**src/rtl/circuit_resp_pkg.sv**
```systemverilog
// Shared types, default constants and the MISR update function for the
// circuit response capture block.
package circuit_resp_pkg;

  typedef enum logic [1:0] {
    ST_IDLE = 2'd0,
    ST_RUN  = 2'd1,
    ST_DONE = 2'd2
  } state_e;

  // x^16+x^5+x^3+x^2+1, Galois form
  localparam logic [15:0] POLY_DEF = 16'h002D;
  localparam logic [15:0] SEED_DEF = 16'hFFFF;

  // One MISR step on vectors carried in 64-bit containers so that any
  // signature width up to 64 can share this function. Bits above sig_w
  // are forced to zero in the result.
  function automatic logic [63:0] misr_next(
    input logic [63:0] sig,
    input logic [63:0] data,
    input logic [63:0] poly,
    input int          sig_w
  );
    logic [63:0] mask;
    logic        msb;
    mask = (sig_w >= 64) ? '1 : ((64'd1 << sig_w) - 64'd1);
    msb  = sig[6'(sig_w - 1)];
    return ((sig << 1) ^ (msb ? poly : 64'd0) ^ data) & mask;
  endfunction

endpackage

```
**src/rtl/circuit_resp_misr_core.sv**
```systemverilog
// Signature register of the response MISR. load_seed has priority over en;
// sig_nxt is the value the register would take on an enabled step, exposed
// so the controller can judge pass/fail on the same edge.
module circuit_resp_misr_core
  import circuit_resp_pkg::*;
#(
  parameter int               WIDTH = 5,
  parameter int               SIG_W = 16,
  parameter logic [SIG_W-1:0] POLY  = POLY_DEF,
  parameter logic [SIG_W-1:0] SEED  = SEED_DEF
) (
  input  logic             clk,
  input  logic             rst,
  input  logic             load_seed,
  input  logic             en,
  input  logic [WIDTH-1:0] data,
  output logic [SIG_W-1:0] sig,
  output logic [SIG_W-1:0] sig_nxt
);

  logic [SIG_W-1:0] sig_q, sig_d;
  logic [63:0]      nxt_wide;

  assign nxt_wide = misr_next(64'(sig_q), 64'(data), 64'(POLY), SIG_W);
  assign sig_nxt  = nxt_wide[SIG_W-1:0];
  assign sig      = sig_q;

  if (SIG_W < 64) begin : g_hi
    logic unused_hi;
    assign unused_hi = ^nxt_wide[63:SIG_W];
  end

  // next signature: seed load, one compaction step, or hold
  always_comb begin
    sig_d = sig_q;
    if (load_seed) begin
      sig_d = SEED;
    end else if (en) begin
      sig_d = sig_nxt;
    end
  end

  // signature register
  always_ff @(posedge clk) begin
    if (rst) begin
      sig_q <= SEED;
    end else begin
      sig_q <= sig_d;
    end
  end

endmodule

```
**src/rtl/circuit_resp_misr.sv**
```systemverilog
// Response capture for a random combinational circuit: compacts accepted
// vectors into a MISR, counts them, and compares the final signature with
// the expected value latched at start.
// Optional idle watchdog: define CIRCUIT_RESP_TIMEOUT_EN.
//
// state   | meaning
// IDLE    | after reset, waiting for start
// RUN     | accepting vectors until num_vecs have been compacted
// DONE    | results held until the next start
module circuit_resp_misr
  import circuit_resp_pkg::*;
#(
  parameter int               WIDTH   = 5,
  parameter int               SIG_W   = 16,
  parameter int               CNT_W   = 16,
  parameter logic [SIG_W-1:0] POLY    = POLY_DEF,
  parameter logic [SIG_W-1:0] SEED    = SEED_DEF,
  parameter int               TIMEOUT = 1024
) (
  input  logic             clk,
  input  logic             rst,
  input  logic             start,
  input  logic [CNT_W-1:0] num_vecs,
  input  logic [SIG_W-1:0] exp_sig,
  input  logic             in_valid,
  output logic             in_ready,
  input  logic [WIDTH-1:0] in_data,
  output logic             busy,
  output logic             done,
  output logic             pass,
  output logic             timeout,
  output logic [SIG_W-1:0] signature,
  output logic [CNT_W-1:0] vec_count
);

  state_e           state_q, state_d;
  logic [CNT_W-1:0] cnt_q, cnt_d;
  logic [CNT_W-1:0] num_q, num_d;
  logic [SIG_W-1:0] exp_q, exp_d;
  logic             pass_q, pass_d;
  logic [CNT_W-1:0] cnt_inc;
  logic             accept;
  logic             load_seed;
  logic             misr_en;
  logic [SIG_W-1:0] sig_nxt;

`ifdef CIRCUIT_RESP_TIMEOUT_EN
  localparam int IDLE_W = $clog2(TIMEOUT + 1);
  logic [IDLE_W-1:0] idle_q, idle_d;
  logic              tmo_q, tmo_d;
`else
  logic unused_timeout_cfg;
  assign unused_timeout_cfg = (TIMEOUT != 0);
`endif

  assign accept  = (state_q == ST_RUN) && in_valid;
  assign cnt_inc = cnt_q + CNT_W'(1);

  circuit_resp_misr_core #(
    .WIDTH (WIDTH),
    .SIG_W (SIG_W),
    .POLY  (POLY),
    .SEED  (SEED)
  ) u_core (
    .clk       (clk),
    .rst       (rst),
    .load_seed (load_seed),
    .en        (misr_en),
    .data      (in_data),
    .sig       (signature),
    .sig_nxt   (sig_nxt)
  );

  // next state, counters and result flags
  always_comb begin
    state_d   = state_q;
    cnt_d     = cnt_q;
    num_d     = num_q;
    exp_d     = exp_q;
    pass_d    = pass_q;
    load_seed = 1'b0;
    misr_en   = 1'b0;
`ifdef CIRCUIT_RESP_TIMEOUT_EN
    idle_d    = idle_q;
    tmo_d     = tmo_q;
`endif
    case (state_q)
      ST_IDLE, ST_DONE: begin
        if (start) begin
          load_seed = 1'b1;
          cnt_d     = '0;
          num_d     = num_vecs;
          exp_d     = exp_sig;
          pass_d    = 1'b0;
`ifdef CIRCUIT_RESP_TIMEOUT_EN
          idle_d    = '0;
          tmo_d     = 1'b0;
`endif
          if (num_vecs == '0) begin
            // empty run: the signature stays at SEED
            state_d = ST_DONE;
            pass_d  = (SEED == exp_sig);
          end else begin
            state_d = ST_RUN;
          end
        end
      end
      ST_RUN: begin
        if (accept) begin
          misr_en = 1'b1;
          cnt_d   = cnt_inc;
`ifdef CIRCUIT_RESP_TIMEOUT_EN
          idle_d  = '0;
`endif
          if (cnt_inc == num_q) begin
            state_d = ST_DONE;
            pass_d  = (sig_nxt == exp_q);
          end
        end
`ifdef CIRCUIT_RESP_TIMEOUT_EN
        else if (idle_q == IDLE_W'(TIMEOUT)) begin
          state_d = ST_DONE;
          tmo_d   = 1'b1;
          pass_d  = 1'b0;
        end else begin
          idle_d = idle_q + IDLE_W'(1);
        end
`endif
      end
      default: state_d = ST_IDLE;
    endcase
  end

  // control registers
  always_ff @(posedge clk) begin
    if (rst) begin
      state_q <= ST_IDLE;
      cnt_q   <= '0;
      num_q   <= '0;
      exp_q   <= '0;
      pass_q  <= 1'b0;
`ifdef CIRCUIT_RESP_TIMEOUT_EN
      idle_q  <= '0;
      tmo_q   <= 1'b0;
`endif
    end else begin
      state_q <= state_d;
      cnt_q   <= cnt_d;
      num_q   <= num_d;
      exp_q   <= exp_d;
      pass_q  <= pass_d;
`ifdef CIRCUIT_RESP_TIMEOUT_EN
      idle_q  <= idle_d;
      tmo_q   <= tmo_d;
`endif
    end
  end

  assign in_ready  = (state_q == ST_RUN);
  assign busy      = (state_q == ST_RUN);
  assign done      = (state_q == ST_DONE);
  assign pass      = pass_q;
  assign vec_count = cnt_q;
`ifdef CIRCUIT_RESP_TIMEOUT_EN
  assign timeout   = tmo_q;
`else
  assign timeout   = 1'b0;
`endif

endmodule

```
**config.mk**
```make
export PLATFORM = sky130hd
export DESIGN_NAME = circuit_resp_misr
export DESIGN_NICKNAME = d
export VERILOG_FILES = /design/src/rtl/circuit_resp_pkg.sv /design/src/rtl/circuit_resp_misr_core.sv /design/src/rtl/circuit_resp_misr.sv
export SDC_FILE = /design/constraint.sdc
export NUM_CORES = 1
export LEC_CHECK = 0
export ABC_CLOCK_PERIOD_IN_PS = 2400
export CORE_MARGIN = 2
export CORE_UTILIZATION = 40
export CTS_CLUSTER_SIZE = 12
export DETAILED_ROUTE_END_ITERATION = 8
export MAX_ROUTING_LAYER = met4
export PLACE_DENSITY = 0.73
export SYNTH_ARGS = -nofsm -noshare
export SYNTH_HDL_FRONTEND = slang
export SYNTH_SLANG_ARGS = --single-unit
```
**constraint.sdc**
```tcl
create_clock -name clk -period 2.4 [get_ports clk]
set_clock_uncertainty 0.15 [all_clocks]
set_input_delay 0.48 -clock clk [delete_from_list [all_inputs] [get_ports clk]]
set_output_delay 0.48 -clock clk [all_outputs]
set_load 0.02 [all_outputs]
```
=== Yosys cells after proc, flatten, opt, wreduce, memory -nomap -nowiden ===
Cells that the tools add are included.

* $add $sub $neg: 1
* Equality and inequality tests: 8
* Reductions and logical operators: 10
* Bitwise gates (word level): 2
* Mux-type cells: 18
* Multiply operators: 0
* $lt $le $gt $ge: 0
* Shifts and indexed selects: 0
* Div/mod/pow operators: 0

{| class="wikitable"
|+ Operators with widths
! cell !! number
|-
| $eq 16x16->1 || 2
|-
| $mux 16 || 2
|-
| $pmux 16 s2 || 1
|-
| $add 16x1->16 const B || 1
|-
| $eq 16x16->1 const A || 1
|-
| $logic_not 16->1 || 1
|-
| $xor 16x16->16 || 1
|-
| $xor 16x5->16 || 1
|-
| $mux 1 || 8
|-
| $mux 2 || 4
|-
| $mux 6 || 1
|-
| $reduce_and 3->1 || 2
|-
| $ne 2x1->1 const B || 2
|-
| $pmux 2 s2 || 1
|-
| $reduce_and 4->1 || 1
|-
| $reduce_or 2->1 || 2
|-
| $eq 2x1->1 const B || 1
|-
| $eq 2x2->1 const B || 1
|-
| $logic_not 2->1 || 1
|-
| $ne 2x2->1 const B || 1
|-
| $pmux 1 s2 || 1
|-
| $reduce_and 2->1 || 1
|-
| $reduce_bool 2->1 || 1
|-
| $logic_and 1x1->1 || 1
|}

* Latch bits: 0
* Register bits after elaboration: 67
* Output and inout bits: 37
* ROM bits: 0
* Memories: 0
* Memory bits (writable): 0
* Logic and storage cells: 45

=== Depth between registers and ports, before layout ===
Gate-level depths: netlist of run 1.

* Depth in word-level cells: 7
* Gate-level depth with buffers: 9
* Depth with buffers taken out: 8

=== Hierarchy ===
Synthesis of run 1 repeated with hierarchy kept, for this count alone.

* Cell total of the unflattened synthesis: 445
* Area total of the unflattened synthesis: 3,617.2 um^2

{| class="wikitable"
|+ Modules (own cells, without submodules)
! module !! times used !! sequential area each (um^2) !! area each (um^2) !! cells each
|-
| circuit_resp_misr || 1 || 1,021.0 || 2,875.3 || 374
|-
| circuit_resp_misr_core || 1 || 320.3 || 742.0 || 71
|}

=== Worst setup path after synthesis of run 1 ===
OpenSTA, ideal clock, no wires.

* Path kind: register -> register
* Start point: register cnt_q[0] (netlist: vec_count[0])
* End point: register pass_q (netlist: pass)
* Path slack: -0.342 ns
* Period minus slack after synthesis: 2.742 ns
* Setup time: 0.123 ns
* Required time: 2.127 ns
* Stages on the path, launching flop included: 9
* Arrival: 2.468 ns
* Cells stage by stage: dfxtp_1 ha_1 nand3_4 nor2_4 nand3_2 or3_4 a2111oi_4 a31oi_1 mux2_1

* Word-level cells in the longest chain between the ends: 4

{| class="wikitable"
|+ RTL lines
! element !! line !! text
|-
| from (decl) || circuit_resp_misr.sv:37 || <nowiki>logic [CNT_W-1:0] cnt_q, cnt_d;</nowiki>
|-
| from (signal assigned) || circuit_resp_misr.sv:148 || <nowiki>cnt_q <= cnt_d;</nowiki>
|-
| $add 16x1->16 || circuit_resp_misr.sv:57 || <nowiki>assign cnt_inc = cnt_q + CNT_W'(1);</nowiki>
|-
| $eq 16x16->1 || circuit_resp_misr.sv:115 || <nowiki>if (cnt_inc == num_q) begin</nowiki>
|-
| $ne 2x1->1 (no source line) || -- ||
|-
| $reduce_and 4->1 (no source line) || -- ||
|-
| to (signal assigned) || circuit_resp_misr.sv:151 || <nowiki>pass_q <= pass_d;</nowiki>
|-
| to (decl) || circuit_resp_misr.sv:40 || <nowiki>logic pass_q, pass_d;</nowiki>
|}

No other way between the ends.
A chain may end at the register's enable or synchronous reset.

=== Worst setup path in the final report of run 1 ===
Ends and elaborated chain as after synthesis.

==> results of run 1 <==
power by group:
group / internal [mW] / switching [mW]
sequential: 1.16 / 0.0455
combinational: 0.204 / 0.220
clock: 0.594 / 0.481
total: 1.95 / 0.746
path summary, 6_finish.rpt:
path | end | depth (start not counted) | from
setup reg to reg | pass$_SDFFE_PP0P_ | 9 | vec_count[0]$_SDFFE_PP0P_
setup / recovery | pass$_SDFFE_PP0P_ | 9 | vec_count[0]$_SDFFE_PP0P_
hold reg to reg | exp_q[6]$_SDFFE_PP0P_ | 2 | exp_q[6]$_SDFFE_PP0P_
hold / removal | exp_q[6]$_SDFFE_PP0P_ | 2 | exp_q[6]$_SDFFE_PP0P_
layout make-up:
class	count	area share, %
multi-input combinational	344	42.1
sequential	67	28.0
timing repair buffer	117	22.1
tap	108	2.79
clock buffer	9	2.56
clock inverter	7	2.07
inverter	4	0.310
kinds of logic (layout without fill, tap and decap cells):
kind of cell / after synthesis / in the layout / synth area share [%]
AO/OA/AOI/OAI: 99 / 99 / 17.2
XOR/XNOR: 40 / 40 / 9.75
adder cells (fa/ha/maj): 1 / 1 / 0.348
buffers and inverters: 47 / 137 / 7.90
flip-flops: 67 / 67 / 37.3
multiplexers: 2 / 2 / 0.592
other: 1 / 1 / 0.104
AND/OR/NAND/NOR: 201 / 201 / 26.8
stage by stage:
stage	util (%)	setup slack, ns	TNS, ns	area (um^2)
5_1_grt	55.6	-0.136	-0.228	4840
2_1_floorplan	-	0.0201	0	3620
4_1_cts	54.4	0.0000380	0	4750
3_5_place_dp	51.3	-0.0167	-0.0395	4480
3_3_place_gp	51.3	0.00140	0	4480
6_report	55.6	-0.0271	-0.0271	4840
cell usage after synthesis, types with 5 or more instances:
cell and number:
nor2_1 25, o211ai_1 9, dfxtp_1 67, xnor2_1 30
nand2_1 104, a21oi_1 51, xor2_1 10, nor3_1 12
a31oi_1 5, a311oi_1 8, nand3_1 17, nor4_1 7
buf_4 12, o21ai_0 13, clkbuf_1 21, nand4_1 10
placed cells by master (no fill, tap or decap), drive strengths merged, types with 2 or more instances in the layout:
cell	n
a211oi	2
a21oi	51
a311oi	8
a31oi	5
and3	5
and4	3
buf	41
bufinv	2
clkbuf	9
clkdlybuf4s50	76
clkinv	3
dfxtp	67
inv	6
nand2	104
nand2b	2
nand3	19
nand4	12
nor2	26
nor2b	4
nor3	12
nor4	7
o211ai	9
o21ai	13
o22ai	2
or3	3
or4	2
xnor2	30
xor2	10
per-layer routing:
| metal | wire length (um) | vias up | GRT usage [%] |
|---|---|---|---|
| met2 | 4770 | 115 | 31.9 |
| met1 | 4520 | 1649 | 28.8 |
| met3 | 587 | 11 | 3.83 |
| met4 | 114 | 0 | 6.53 |
| li1 | - | 1749 | - |
| met5 | 0 | - | - |
critical path, cell delays in order (launching register included):
cell and delay [ns]:
dfxtp_4 0.38, ha_4 0.17, buf_6 0.10, and3_4 0.22
a21oi_2 0.06, o22ai_1 0.23, nand3_1 0.16, a2111oi_4 0.38
a31oi_1 0.14, mux2_1 0.33
repair_timing:
item | 4_1_cts | 5_1_grt
endpoints found under the setup margin | 2 | 2
hold buffers | 0 | 0
setup buffers | 5 | 6
pin swaps | 5 | 13
gates resized for setup | 2 | 12
registers in the layout, indices dropped and copies added, names as in the netlist:
register,cells
pass,1
num_q,16
state_q,2
u_core.sig,16
exp_q,16
vec_count,16
==> results.md, run 1 <==
* IO Pins at 78
* Pin count of the biggest net entering global routing at 53
* Synth Flop Type: dfxtp_1
* # diodes at 0
* H-tree depth at 3
* Max Fclk at about 410 MHz
* Fin crit period at around 2.4 ns
* Peak supply drop at between 0.3 and 0.4 mV
* Reg2Reg Setup Slack at -0.03 ns
* # setup viols final at 1
* Die footprint at just under 0.01 mm^2
* Fin crit share at 101%
* DP Wirelength at ~7100 um
* Max-slew violations at 0
* Die X at between 90 and 100 um
* FF+latch count, synth at 67
* Crit path DAT at approximately 2.5 ns
* Initial Util at between 40% and 50%
* Status: finished, violations left
* RD Place Congestion at ~0.9
* Syn_nets at 500
* RSZ-0062 raised after global routing: true
* Gr ovfl total at 0
* Inst Count DP at 629
* Area leader, netlist: dfxtp_1
* Vias/cell at between 5 and 6
* Net count, final at about 600
* Port Buffers at 76
* Count of flip-flops with a built-in enable after synthesis at 0
* Initial antenna violation count at 0
* Core area at between 0.008 and 0.009 mm^2
* Iter 0 DRT Violations at between 150 and 200
* Synth unique cells at 54
* Top post-synthesis cells by area: dfxtp_1 37%, nand2_1 11%, xnor2_1 7.3%
* Cell Rows at 34
* Final wirelength at around 10000 um
* Filler cells at between 700 and 800
* Req. time, crit path at between 2 and 2.5 ns
* Antenna Nets Post-Route at 0
* Static Leak at roughly 1.8 nW
* Deepest clock path buffer count at 2
* Pwr/cell area at 557 mW/mm^2
* FFs w/ async S/R, synth at 0%
* Chip height at 98.8 um
* Multi-input gate area at 0.00204 mm^2
* Area grow syn2layout at 34.8%
* DR vias at about 3500
* # clock sinks at 67
* Routed len/inst at 15.2 um
* Vias in the first global route at 3334
* Failing checks: setup timing
* Synth Instances at ~460
* Register Area at 0.00136 mm^2
* Hold Crit Class: flop to flop
* Non-Filler Instances at ~660
* First-pass GRT wire length at about 16000 um
* Aggregate global-route resource usage at between 20% and 30%
* Crit-path max FO at 5
* Mapped cell area at approximately 0.0036 mm^2
* # DRC at 0
* First-pass DRT Iterations at 5
* Synth Warn # at 0
* Slew HR at 32.6%
* Share of cells above drive strength 1 at about 16%
* Total CTS buffers at 9
* Endpoint class of the critical path: flop
* Clock Latency Late Sink at between 0.3 and 0.4 ns
* CP Class: flop to flop
* Post-Syn Area per Cell at ~7.8 um^2
* Power after layout at ~2.7 mW
* Seq/Total Area, Yosys at 37.3%
* Hold_ws at around 0.32 ns
* Clock Tree Root: clkbuf_8
* Worst slew pin tran at between 1 and 1.5 ns
* Worst-path clk slew at approximately 0.080 ns
* Maxcap violations at 0
* Hold Fails Final Rpt at 0
* Startpoint Class: flop
* Worst setup margin at -0.0271 ns
* Yosys top cell area share at 37.3%
* TritonCTS clock tree: yes
Note: power is estimated with default switching activity, not from simulation.
==> run 2, diff against run 1 <==
Settings changed: CTS_CLUSTER_DIAMETER set to 60.
==> results of run 2 <==
Final layout, timing and power as in run 1 (identical DEF).
